==> config.mk <==
export PLATFORM = sky130hd
export DESIGN_NAME = alu_unit_flat
export DESIGN_NICKNAME = d
export VERILOG_FILES = /design/src/rtl/alu_pkg.sv /design/src/rtl/alu_if.sv /design/src/rtl/alu_result_fifo.sv /design/src/rtl/alu_unit.sv /design/src/flat_wrapper.sv
export SDC_FILE = /design/constraint.sdc
export NUM_CORES = 1
export LEC_CHECK = 0
export CELL_PAD_IN_SITES_DETAIL_PLACEMENT = 1
export CELL_PAD_IN_SITES_GLOBAL_PLACEMENT = 1
export CORE_MARGIN = 2
export CORE_UTILIZATION = 40
export DETAILED_ROUTE_END_ITERATION = 16
export HOLD_SLACK_MARGIN = 0.02
export PLACE_DENSITY_LB_ADDON = 0.12
export SLEW_MARGIN = 20
export SYNTH_ARGS = -nofsm -noshare
export SYNTH_HDL_FRONTEND = slang
export SYNTH_SLANG_ARGS = --single-unit
==> constraint.sdc <==
create_clock -name clk -period 12.27 [get_ports clk]
set_input_delay 2.454 -clock clk [delete_from_list [all_inputs] [get_ports clk]]
set_output_delay 2.454 -clock clk [all_outputs]
set_load 0.01 [all_outputs]
==> src/rtl/alu_pkg.sv <==
// +----------------------------------------------------------------------------+
// | Module : alu_pkg                                                           |
// | Shared widths, opcode constants and CDB lane layout for the ALU slice.     |
// | Rev    : 1.0                                                               |
// +----------------------------------------------------------------------------+
`default_nettype none

package alu_pkg;

  localparam int TAG_W      = 4;
  localparam int DATA_W     = 32;
  localparam int OP_W       = 6;
  localparam int CDB_LANE_W = 1 + TAG_W + DATA_W;
  localparam int ENTRY_W    = TAG_W + DATA_W;

  localparam logic [OP_W-1:0] OP_ADD    = 6'd0;
  localparam logic [OP_W-1:0] OP_SUB    = 6'd1;
  localparam logic [OP_W-1:0] OP_AND    = 6'd2;
  localparam logic [OP_W-1:0] OP_OR     = 6'd3;
  localparam logic [OP_W-1:0] OP_XOR    = 6'd4;
  localparam logic [OP_W-1:0] OP_SLL    = 6'd5;
  localparam logic [OP_W-1:0] OP_SRL    = 6'd6;
  localparam logic [OP_W-1:0] OP_SRA    = 6'd7;
  localparam logic [OP_W-1:0] OP_SLT    = 6'd8;
  localparam logic [OP_W-1:0] OP_SLTU   = 6'd9;
  localparam logic [OP_W-1:0] OP_EQ     = 6'd10;
  localparam logic [OP_W-1:0] OP_NE     = 6'd11;
  localparam logic [OP_W-1:0] OP_LT     = 6'd12;
  localparam logic [OP_W-1:0] OP_GE     = 6'd13;
  localparam logic [OP_W-1:0] OP_LTU    = 6'd14;
  localparam logic [OP_W-1:0] OP_GEU    = 6'd15;
  localparam logic [OP_W-1:0] OP_MUL    = 6'd16;
  localparam logic [OP_W-1:0] OP_MULH   = 6'd17;
  localparam logic [OP_W-1:0] OP_MULHSU = 6'd18;
  localparam logic [OP_W-1:0] OP_MULHU  = 6'd19;

  typedef struct packed {
    logic              valid;
    logic [TAG_W-1:0]  tag;
    logic [DATA_W-1:0] value;
  } cdb_lane_t;

endpackage

`default_nettype wire

==> src/rtl/alu_if.sv <==
// +----------------------------------------------------------------------------+
// | Module : alu_if                                                            |
// | Issue port from the reservation station and CDB lane toward the arbiter.  |
// | Rev    : 1.0                                                               |
// +----------------------------------------------------------------------------+
`default_nettype none

interface alu_if;
  import alu_pkg::*;

  logic                  alu_ready;
  logic [OP_W-1:0]       alu_oprand;
  logic [DATA_W-1:0]     a;
  logic [DATA_W-1:0]     b;
  logic [TAG_W-1:0]      alu_tag;
  logic                  cdb_grant;
  logic                  alu_full;
  logic [CDB_LANE_W-1:0] cdb_out;
  logic                  overflow;

  modport slave (
    input  alu_ready, alu_oprand, a, b, alu_tag, cdb_grant,
    output alu_full, cdb_out, overflow
  );

  modport master (
    output alu_ready, alu_oprand, a, b, alu_tag, cdb_grant,
    input  alu_full, cdb_out, overflow
  );

endinterface

`default_nettype wire

==> src/rtl/alu_result_fifo.sv <==
// +----------------------------------------------------------------------------+
// | Module : alu_result_fifo                                                   |
// | Result queue with a registered head; a pushed entry shows one edge later.  |
// | Rev    : 1.0                                                               |
// +----------------------------------------------------------------------------+
`default_nettype none

module alu_result_fifo #(
  parameter int DEPTH = 4,
  parameter int W     = 36
) (
  input  wire logic                       clk,
  input  wire logic                       rst_n,
  input  wire logic                       flush_i,
  input  wire logic                       push_i,
  input  wire logic [W-1:0]               data_i,
  input  wire logic                       pop_i,
  output logic                            full_o,
  output logic                            empty_o,
  output logic [$clog2(DEPTH):0]          count_o,
  output logic                            head_valid_o,
  output logic [W-1:0]                    head_o
);

  localparam int PTR_W = $clog2(DEPTH);
  localparam int CNT_W = PTR_W + 1;

  logic [W-1:0]     mem_q [DEPTH];
  logic [PTR_W-1:0] rd_ptr_q, rd_ptr_d;
  logic [PTR_W-1:0] wr_ptr_q, wr_ptr_d;
  logic [CNT_W-1:0] count_q, count_d;
  logic             head_valid_q, head_valid_d;
  logic [W-1:0]     head_q, head_d;

  logic             w_full;
  logic             w_pop;
  logic             w_push;
  logic [CNT_W-1:0] w_remain;

  assign w_full   = (count_q == CNT_W'(DEPTH));
  assign w_pop    = pop_i && head_valid_q;
  assign w_push   = push_i && (!w_full || w_pop);
  // Entries that were already stored before this edge and survive the pop;
  // only those may be shown, which gives the extra cycle of visibility delay.
  assign w_remain = count_q - CNT_W'(w_pop);

  always_comb begin
    rd_ptr_d     = rd_ptr_q;
    wr_ptr_d     = wr_ptr_q;
    count_d      = count_q;
    head_valid_d = 1'b0;
    head_d       = '0;
    if (flush_i) begin
      rd_ptr_d = '0;
      wr_ptr_d = '0;
      count_d  = '0;
    end else begin
      rd_ptr_d = rd_ptr_q + PTR_W'(w_pop);
      wr_ptr_d = wr_ptr_q + PTR_W'(w_push);
      count_d  = count_q + CNT_W'(w_push) - CNT_W'(w_pop);
      if (w_remain != '0) begin
        head_valid_d = 1'b1;
        head_d       = mem_q[rd_ptr_d];
      end
    end
  end

  always_ff @(posedge clk or negedge rst_n) begin
    if (!rst_n) begin
      rd_ptr_q     <= '0;
      wr_ptr_q     <= '0;
      count_q      <= '0;
      head_valid_q <= 1'b0;
      head_q       <= '0;
    end else begin
      rd_ptr_q     <= rd_ptr_d;
      wr_ptr_q     <= wr_ptr_d;
      count_q      <= count_d;
      head_valid_q <= head_valid_d;
      head_q       <= head_d;
    end
  end

  always_ff @(posedge clk) begin
    if (w_push && !flush_i) begin
      mem_q[wr_ptr_q] <= data_i;
    end
  end

  assign full_o       = w_full;
  assign empty_o      = (count_q == '0);
  assign count_o      = count_q;
  assign head_valid_o = head_valid_q;
  assign head_o       = head_q;

endmodule

`default_nettype wire

==> src/rtl/alu_unit.sv <==
// +----------------------------------------------------------------------------+
// | Module : alu_unit                                                          |
// | Two-stage ALU feeding a CDB result queue. Macro ALU_MUL_EN adds opcodes    |
// | 16-19 (MUL/MULH/MULHSU/MULHU); without it those opcodes return zero.       |
// | Rev    : 1.0                                                               |
// +----------------------------------------------------------------------------+
`default_nettype none

module alu_unit
  import alu_pkg::*;
#(
  parameter int QDEPTH = 4
) (
  input  wire logic clk,
  input  wire logic rst_n,
  input  wire logic flush,
  alu_if.slave      bus
);

  localparam int CNT_W = $clog2(QDEPTH) + 1;

  logic              s1_valid_q, s1_valid_d;
  logic [OP_W-1:0]   s1_op_q,    s1_op_d;
  logic [DATA_W-1:0] s1_a_q,     s1_a_d;
  logic [DATA_W-1:0] s1_b_q,     s1_b_d;
  logic [TAG_W-1:0]  s1_tag_q,   s1_tag_d;
  logic              overflow_q, overflow_d;

  logic              w_issue;
  logic              w_full;
  logic [CNT_W-1:0]  w_count;
  logic [CNT_W-1:0]  w_occupancy;
  logic              w_fifo_full;
  logic              w_fifo_empty;
  logic              w_push;
  logic              w_pop;
  logic              w_head_valid;
  logic [ENTRY_W-1:0] w_head;
  logic [4:0]        w_shamt;
  logic [DATA_W-1:0] w_result;
  cdb_lane_t         w_lane;

  // s1 always drains into the queue next edge, so it is counted as occupancy.
  assign w_occupancy = w_count + CNT_W'(s1_valid_q);
  assign w_full      = w_fifo_full || (w_occupancy >= CNT_W'(QDEPTH));
  assign w_issue     = bus.alu_ready && !w_full && !flush;

  always_comb begin
    s1_valid_d = w_issue;
    s1_op_d    = s1_op_q;
    s1_a_d     = s1_a_q;
    s1_b_d     = s1_b_q;
    s1_tag_d   = s1_tag_q;
    overflow_d = bus.alu_ready && w_full && !flush;
    if (w_issue) begin
      s1_op_d  = bus.alu_oprand;
      s1_a_d   = bus.a;
      s1_b_d   = bus.b;
      s1_tag_d = bus.alu_tag;
    end
  end

  always_ff @(posedge clk or negedge rst_n) begin
    if (!rst_n) begin
      s1_valid_q <= 1'b0;
      s1_op_q    <= '0;
      s1_a_q     <= '0;
      s1_b_q     <= '0;
      s1_tag_q   <= '0;
      overflow_q <= 1'b0;
    end else begin
      s1_valid_q <= s1_valid_d;
      s1_op_q    <= s1_op_d;
      s1_a_q     <= s1_a_d;
      s1_b_q     <= s1_b_d;
      s1_tag_q   <= s1_tag_d;
      overflow_q <= overflow_d;
    end
  end

  assign w_shamt = s1_b_q[4:0];

`ifdef ALU_MUL_EN
  logic [63:0] w_prod_ss;
  logic [63:0] w_prod_su;
  logic [63:0] w_prod_uu;

  // 64-bit products of extended operands; the low 64 bits are exact for
  // every signedness combination.
  assign w_prod_ss = {{32{s1_a_q[31]}}, s1_a_q} * {{32{s1_b_q[31]}}, s1_b_q};
  assign w_prod_su = {{32{s1_a_q[31]}}, s1_a_q} * {32'd0, s1_b_q};
  assign w_prod_uu = {32'd0, s1_a_q} * {32'd0, s1_b_q};
`endif

  always_comb begin
    w_result = '0;
    case (s1_op_q)
      OP_ADD:  w_result = s1_a_q + s1_b_q;
      OP_SUB:  w_result = s1_a_q - s1_b_q;
      OP_AND:  w_result = s1_a_q & s1_b_q;
      OP_OR:   w_result = s1_a_q | s1_b_q;
      OP_XOR:  w_result = s1_a_q ^ s1_b_q;
      OP_SLL:  w_result = s1_a_q << w_shamt;
      OP_SRL:  w_result = s1_a_q >> w_shamt;
      OP_SRA:  w_result = $unsigned($signed(s1_a_q) >>> w_shamt);
      OP_SLT,
      OP_LT:   w_result = {31'd0, $signed(s1_a_q) <  $signed(s1_b_q)};
      OP_SLTU,
      OP_LTU:  w_result = {31'd0, s1_a_q <  s1_b_q};
      OP_EQ:   w_result = {31'd0, s1_a_q == s1_b_q};
      OP_NE:   w_result = {31'd0, s1_a_q != s1_b_q};
      OP_GE:   w_result = {31'd0, $signed(s1_a_q) >= $signed(s1_b_q)};
      OP_GEU:  w_result = {31'd0, s1_a_q >= s1_b_q};
`ifdef ALU_MUL_EN
      OP_MUL:    w_result = w_prod_uu[31:0];
      OP_MULH:   w_result = w_prod_ss[63:32];
      OP_MULHSU: w_result = w_prod_su[63:32];
      OP_MULHU:  w_result = w_prod_uu[63:32];
`endif
      default: w_result = '0;
    endcase
  end

  assign w_push = s1_valid_q && !flush;
  assign w_pop  = bus.cdb_grant && w_head_valid && !w_fifo_empty && !flush;

  alu_result_fifo #(
    .DEPTH (QDEPTH),
    .W     (ENTRY_W)
  ) u_fifo (
    .clk          (clk),
    .rst_n        (rst_n),
    .flush_i      (flush),
    .push_i       (w_push),
    .data_i       ({s1_tag_q, w_result}),
    .pop_i        (w_pop),
    .full_o       (w_fifo_full),
    .empty_o      (w_fifo_empty),
    .count_o      (w_count),
    .head_valid_o (w_head_valid),
    .head_o       (w_head)
  );

  always_comb begin
    w_lane.valid = w_head_valid;
    w_lane.tag   = w_head[ENTRY_W-1:DATA_W];
    w_lane.value = w_head[DATA_W-1:0];
  end

  assign bus.alu_full = w_full;
  assign bus.cdb_out  = w_lane;
  assign bus.overflow = overflow_q;

endmodule

`default_nettype wire

==> src/flat_wrapper.sv <==
// flat-port wrapper written by rule: the top's interface ports become plain ports
module alu_unit_flat import alu_pkg::*;
#(
  parameter int QDEPTH = 4
)
  (clk, rst_n, flush, bus_alu_ready, bus_alu_oprand, bus_a, bus_b, bus_alu_tag, bus_cdb_grant, bus_alu_full, bus_cdb_out, bus_overflow);
  alu_if bus_i ();
  input  wire logic clk;
  input  wire logic rst_n;
  input  wire logic flush;
  input wire logic [$bits(bus_i.alu_ready)-1:0] bus_alu_ready;
  input wire logic [$bits(bus_i.alu_oprand)-1:0] bus_alu_oprand;
  input wire logic [$bits(bus_i.a)-1:0] bus_a;
  input wire logic [$bits(bus_i.b)-1:0] bus_b;
  input wire logic [$bits(bus_i.alu_tag)-1:0] bus_alu_tag;
  input wire logic [$bits(bus_i.cdb_grant)-1:0] bus_cdb_grant;
  output wire logic [$bits(bus_i.alu_full)-1:0] bus_alu_full;
  output wire logic [$bits(bus_i.cdb_out)-1:0] bus_cdb_out;
  output wire logic [$bits(bus_i.overflow)-1:0] bus_overflow;
  assign bus_i.alu_ready = bus_alu_ready;
  assign bus_i.alu_oprand = bus_alu_oprand;
  assign bus_i.a = bus_a;
  assign bus_i.b = bus_b;
  assign bus_i.alu_tag = bus_alu_tag;
  assign bus_i.cdb_grant = bus_cdb_grant;
  assign bus_alu_full = bus_i.alu_full;
  assign bus_cdb_out = bus_i.cdb_out;
  assign bus_overflow = bus_i.overflow;
  alu_unit #(.QDEPTH(QDEPTH)) u_core (.clk(clk), .rst_n(rst_n), .flush(flush), .bus(bus_i));
endmodule
======== Yosys cells after proc, flatten, opt, wreduce, memory -nomap -nowiden ========
Memory sizes are Yosys's and may differ from the RTL's.
Cells that the tools add are included.
W data, S select, Z words.
cells by class
  shift operators ......................... 3
  add/sub/neg operators ................... 8
  reduce and logical (&&, ||, !) cells .... 22
  bitwise operators ....................... 3
  equality and inequality tests ........... 18
  mux-type cells .......................... 10
  order comparisons ....................... 5
operator list
  kind                  number
  $pmux W32 S14         1
  $mux W36              2
  $ge A32 B32 Y1        2
  $lt A32 B32 Y1        2
  $eq A6 B4 Y1 const B  8
  $add A32 B32 Y32      1
  $and A32 B32 Y32      1
  $eq A32 B32 Y1        1
  $ne A32 B32 Y1        1
  $or A32 B32 Y32       1
  $shl A32 B5 Y32       1
  $shr A32 B5 Y32       1
  $sshr A32 B5 Y32      1
  $sub A32 B32 Y32      1
  $xor A32 B32 Y32      1
  $eq A6 B3 Y1 const B  4
  $eq A6 B2 Y1 const B  2
  $logic_and A1 B1 Y1   11
  $add A3 B1 Y3         2
  $eq A6 B1 Y1 const B  1
  $logic_not A6 Y1      1
  $sub A3 B1 Y3         2
  $add A2 B1 Y2         2
  $logic_not A1 Y1      4
  9 further kinds       15
word-level totals
  bits in registers ....................... 120
  bits in writable memories ............... 144
  memories ................................ 1
  input bits .............................. 79
  word-level logic and storage cells ...... 81
memories
  memory               depth  bits a word  rd ports  clocked after Yosys merged registers in  wr ports  line                   text
  u_core.u_fifo.mem_q  4      36           1         0                                        1         alu_result_fifo.sv:28  logic [W-1:0] mem_q [DEPTH];

======== Logic depth before layout (Yosys ltp) ========
  depth in word-level cells ............... 10
  mapped depth ............................ 14

======== Modules after synthesis ========
Synthesis repeated with hierarchy kept, for this count alone.
second synthesis, totals
  cell total of the unflattened synthesis .. 1,830
  area, all modules ....................... 18,572.8 um2
by module, submodules not included
  module           sequential area each (um2)  area each (um2)  times used  cells each
  alu_unit         1,901.8                     11,576.1         1           1,522
  alu_result_fifo  5,425.2                     6,996.7          1           308

======== Least setup slack after synthesis ========
OpenSTA, ideal clock, no wires.
  path type ............................... in2reg
  from .................................... in flush
  to ...................................... mem u_core.u_fifo.mem_q[1][0] (enable)
  cell stages on the path ................. 3
  required time ........................... 11,788 ps
  data arrival time ....................... 5,624 ps
  library setup time ...................... 482 ps
  buffers on the path ..................... 1
  setup slack ............................. 6,165 ps
  cells stage by stage .................... clkbuf_1 nand3b_1 nor3b_1
between the ends
  word-level cells in the longest chain between the ends .. 8
  elaborated cells between the ends (all ways) .. 9
  classes of those cells .................. 2 x mux; 7 x reduce/logical
RTL lines
  element                          line                                                     text
  start, declared                  flat_wrapper.sv:10                                       input wire logic flush;
  $logic_not A1 Y1 *               alu_result_fifo.sv:85, alu_unit.sv:124, alu_unit.sv:125
  $logic_and A1 B1 Y1              alu_unit.sv:125                                          assign w_pop = bus.cdb_grant && w_head_valid && !w_fifo_empty && !flush;
  $logic_and A1 B1 Y1              alu_result_fifo.sv:41                                    assign w_pop = pop_i && head_valid_q;
  $logic_or A1 B1 Y1               alu_result_fifo.sv:42                                    assign w_push = push_i && (!w_full || w_pop);
  $logic_and A1 B1 Y1              alu_result_fifo.sv:42
  $logic_and A1 B1 Y1 *            alu_result_fifo.sv:85                                    if (w_push && !flush_i) begin
  $mux W1 *                        alu_result_fifo.sv:85
  $mux W1 (implied by the code) *  alu_result_fifo.sv:86                                    mem_q[wr_ptr_q] <= data_i;
  end, declared                    alu_result_fifo.sv:28
Mark *: on every way between the ends. The rest lies on a longest branch, timed or not.

======== Worst setup path after layout ========
  from .................................... in flush
  to ...................................... reg u_core.u_fifo.head_q[10] (netlist: u_core.u_fifo.head_o[10])
between the ends
  word-level cells in the longest chain between the ends .. 7
  elaborated cells between the ends (all ways) .. 9
  classes of those cells .................. 2 x add/sub; 2 x mux; 4 x reduce/logical; 1 x memory
RTL lines
  element                                                      line                                          text
  $logic_not A1 Y1                                             alu_unit.sv:125
  $logic_and A1 B1 Y1                                          alu_unit.sv:125
  $logic_and A1 B1 Y1                                          alu_result_fifo.sv:41
  $add A2 B1 Y2 / $sub A3 B1 Y3 (equally long branches)        alu_result_fifo.sv:58, alu_result_fifo.sv:45
  $mem_v2 Z4 W36 / $reduce_bool A3 Y1 (equally long branches)  n/a
  $mux W36                                                     alu_result_fifo.sv:61                         if (w_remain != '0) begin
  $mux W36 *                                                   alu_result_fifo.sv:53                         if (flush_i) begin
  net u_core.u_fifo.head_d[10]                                 alu_result_fifo.sv:33                         logic [W-1:0] head_q, head_d;
  end signal, assigned                                         alu_result_fifo.sv:74                         head_q <= '0;
  end signal, assigned                                         alu_result_fifo.sv:80                         head_q <= head_d;
  end, declared                                                alu_result_fifo.sv:33
Mark *: on every way through the listed nets, which the timed path passes. The rest lies on a longest branch.
A chain may end at the register's enable or synchronous reset.

==> results.json <==
{
  "status": "complete, no violations",
  "die_h_microns": 216,
  "htreeDepth": 1,
  "wire_per_inst_microns": 27.7,
  "dieArea_sq_um": 46800,
  "syn-num-nets": 2090,
  "irDropWorstVdd_mv": 0.144,
  "dp_hpwl_mm": 52.5,
  "area_growth_pct": 14.4,
  "ys_seq_elements": 264,
  "drive_gt1_frac": 0.0939,
  "tritoncts": "built",
  "synthesis.area_sq_um": 18000,
  "ios": 118,
  "grt.total_usage": 0.301,
  "synth_cells": 1907,
  "core_sq_um": 44300,
  "yosysTopAreaCell": "edfxtp_1",
  "synthTopCellsByArea": "edfxtp_1, dfrtp_1, ha_1, mux4_2, o21ai_0",
  "dp_slack_ps": 6840,
  "critPathMaxFanout": 37,
  "setup_ws_ps": 7440,
  "arrival_ps": 5260,
  "grt_pass1_vias": 16200,
  "critPathLaunchType": "primary input",
  "synth.top_cells.by_count": "nand2_1, o21ai_0, nor2_1",
  "max_freq_mhz": 207,
  "ant_nets": 0,
  "cts-root-buf": "clkbuf_16",
  "drt-vias-per-instance": 6.17,
  "grt_pass1_wl_mm": 106,
  "synth.avg_cell_area_sq_um": 9.45,
  "synth.distinct_cells": 86,
  "setup_tns_ps": 0,
  "cts_setup_buffers": 0,
  "design_area_sq_um": 20600,
  "start_util": 0.407,
  "maxCapViolCount": 0,
  "timing.hold.worst.class": "reg2reg",
  "clk_pin_slew_ps": 60,
  "cp.required_ps": 12690,
  "relSlewSlack": 0.180,
  "layout_min_cycle_time_ps": 4830,
  "ctsResizeCount": 0,
  "worstSetupPathType": "in2reg",
  "p_leak_uw": 0.00793,
  "yosysSeqAreaShare": 0.406,
  "antenna_found_initial": 1,
  "yosysTopAreaCellShare": 0.240,
  "clk-insertion-delay-late_ps": 600,
  "setup_violations": 0,
  "drt-total-wl_mm": 71.1,
  "power_density_nw_per_um2": 172,
  "synth_ff_type": "edfxtp_1",
  "yosys.cell_count.top_type": "nand2_1",
  "cts_buffer_depth": 3,
  "async_flop_share": 0.455,
  "fin_nets": 2129,
  "io_buffer_count": 117,
  "rows": 77,
  "finalHoldViolCount": 0,
  "cts_sinks": 264,
  "drt_pass1_iterations": 5,
  "rsz0062_at_grt": "no",
  "placedInstanceArea_sq_um": 19600,
  "grt_max_degree": 123,
  "drt_iter0_drc": 1199,
  "remaining_drc_errors": 0,
  "synth_edf_count": 144,
  "finalClockSkew_ps": 26.7,
  "critPathCaptureType": "flop",
  "hold_buffers": 0,
  "yosys_warnings": 0,
  "drv_slew": 0,
  "gp_congestion": 0.922,
  "worst_pin_slew_ps": 1210,
  "cts-buffers-inserted": 30,
  "die_x_microns": 216,
  "finalCritPeriodShare": 0.394,
  "via_count": 15800,
  "grt_overflow": 0
}
power by group:
| part | switching, uW | internal [uW] | leakage, uW |
|---|---|---|---|
| logic | 1030 | 483 | 0.00458 |
| registers | 84.1 | 1060 | 0.00286 |
| clock network | 380 | 519 | 0.000481 |
| total | 1490 | 2060 | 0.00793 |
critical path: stages:
cell and delay [ps]:
clkdlybuf4s50_1 630, nor3_1 580, ha_2 240, buf_4 580, mux4_2 590, nor2b_1 150
logic make-up after synthesis:
family / synth area share
AND/OR/NAND/NOR: 0.147
AO/OA/AOI/OAI: 0.213
flip-flops: 0.406
buffers and inverters: 0.0528
multiplexers: 0.102
adder cells (fa/ha/maj): 0.0734
XOR/XNOR: 0.00486
sequential cells by signal, indices dropped and copies added (netlist names):
name / count
u_core.bus.overflow: 1
u_core.s1_a_q: 32
u_core.s1_b_q: 32
u_core.s1_op_q: 6
u_core.s1_tag_q: 4
u_core.s1_valid_q: 1
u_core.u_fifo.count_o: 3
u_core.u_fifo.head_o: 36
u_core.u_fifo.head_valid_o: 1
u_core.u_fifo.mem_q: 144
u_core.u_fifo.rd_ptr_q: 2
u_core.u_fifo.wr_ptr_q: 2
worst paths after layout:
path	start	endpoint	slack (ps)	cells after the start
hold reg to reg	u_core.s1_tag_q[3]	u_core.u_fifo.mem_q[2][35]	540	0
setup reg to reg	u_core.s1_b_q[2]	u_core.u_fifo.mem_q[2][29]	7470	12
setup / recovery	flush	u_core.u_fifo.head_o[10]	7440	6
hold / removal	u_core.s1_tag_q[3]	u_core.u_fifo.mem_q[2][35]	540	0
min in group asynchronous	rst_n	u_core.u_fifo.head_o[30]	1840	1
max in group asynchronous	rst_n	u_core.s1_b_q[3]	8970	2
layout make-up:
| type | instances | area, sq um |
|---|---|---|
| Inverter | 106 | 400 |
| Clock buffer | 42 | 837 |
| Fill cell | 5016 | 23700 |
| Multi-Input combinational cell | 1403 | 9800 |
| Clock inverter | 14 | 138 |
| Tap cell | 592 | 741 |
| Timing Repair Buffer | 141 | 1370 |
| Antenna cell | 1 | 2.50 |
| Sequential cell | 264 | 7330 |
metal layers:
metal  vias up  track usage  share of wire
met5         -            0              0
met3       120       0.0514          0.070
met1      8071        0.412           0.44
met4         0        0.106          0.037
li1       7096            -              -
met2       532        0.481           0.46
through the flow:
| stage | instances | total power [uW] | util | hold WS, ps |
|---|---|---|---|---|
| 2_1_floorplan | 1907 | 2080 | - | 476 |
| 3_3_place_gp | 2505 | 2610 | 0.443 | 523 |
| 3_5_place_dp | 2506 | 2630 | 0.443 | 520 |
| 4_1_cts | 2562 | 3540 | 0.465 | 542 |
| 5_1_grt | 2562 | 3720 | 0.465 | 571 |
| 6_report | 2563 | 3560 | 0.465 | 544 |
cell usage in the layout (no fill, tap or decap), types with 48 or more instances in the layout:
cell type and instances:
a21oi_1 135, clkdlybuf4s50_1 116, dfrtp_1 116, edfxtp_1 144
ha_1 100, inv_1 101, mux2i_1 48, mux4_2 53
nand2_1 224, nor2_1 168, nor2b_1 57, o21ai_0 173
Power figures use the tool's default switching activity.
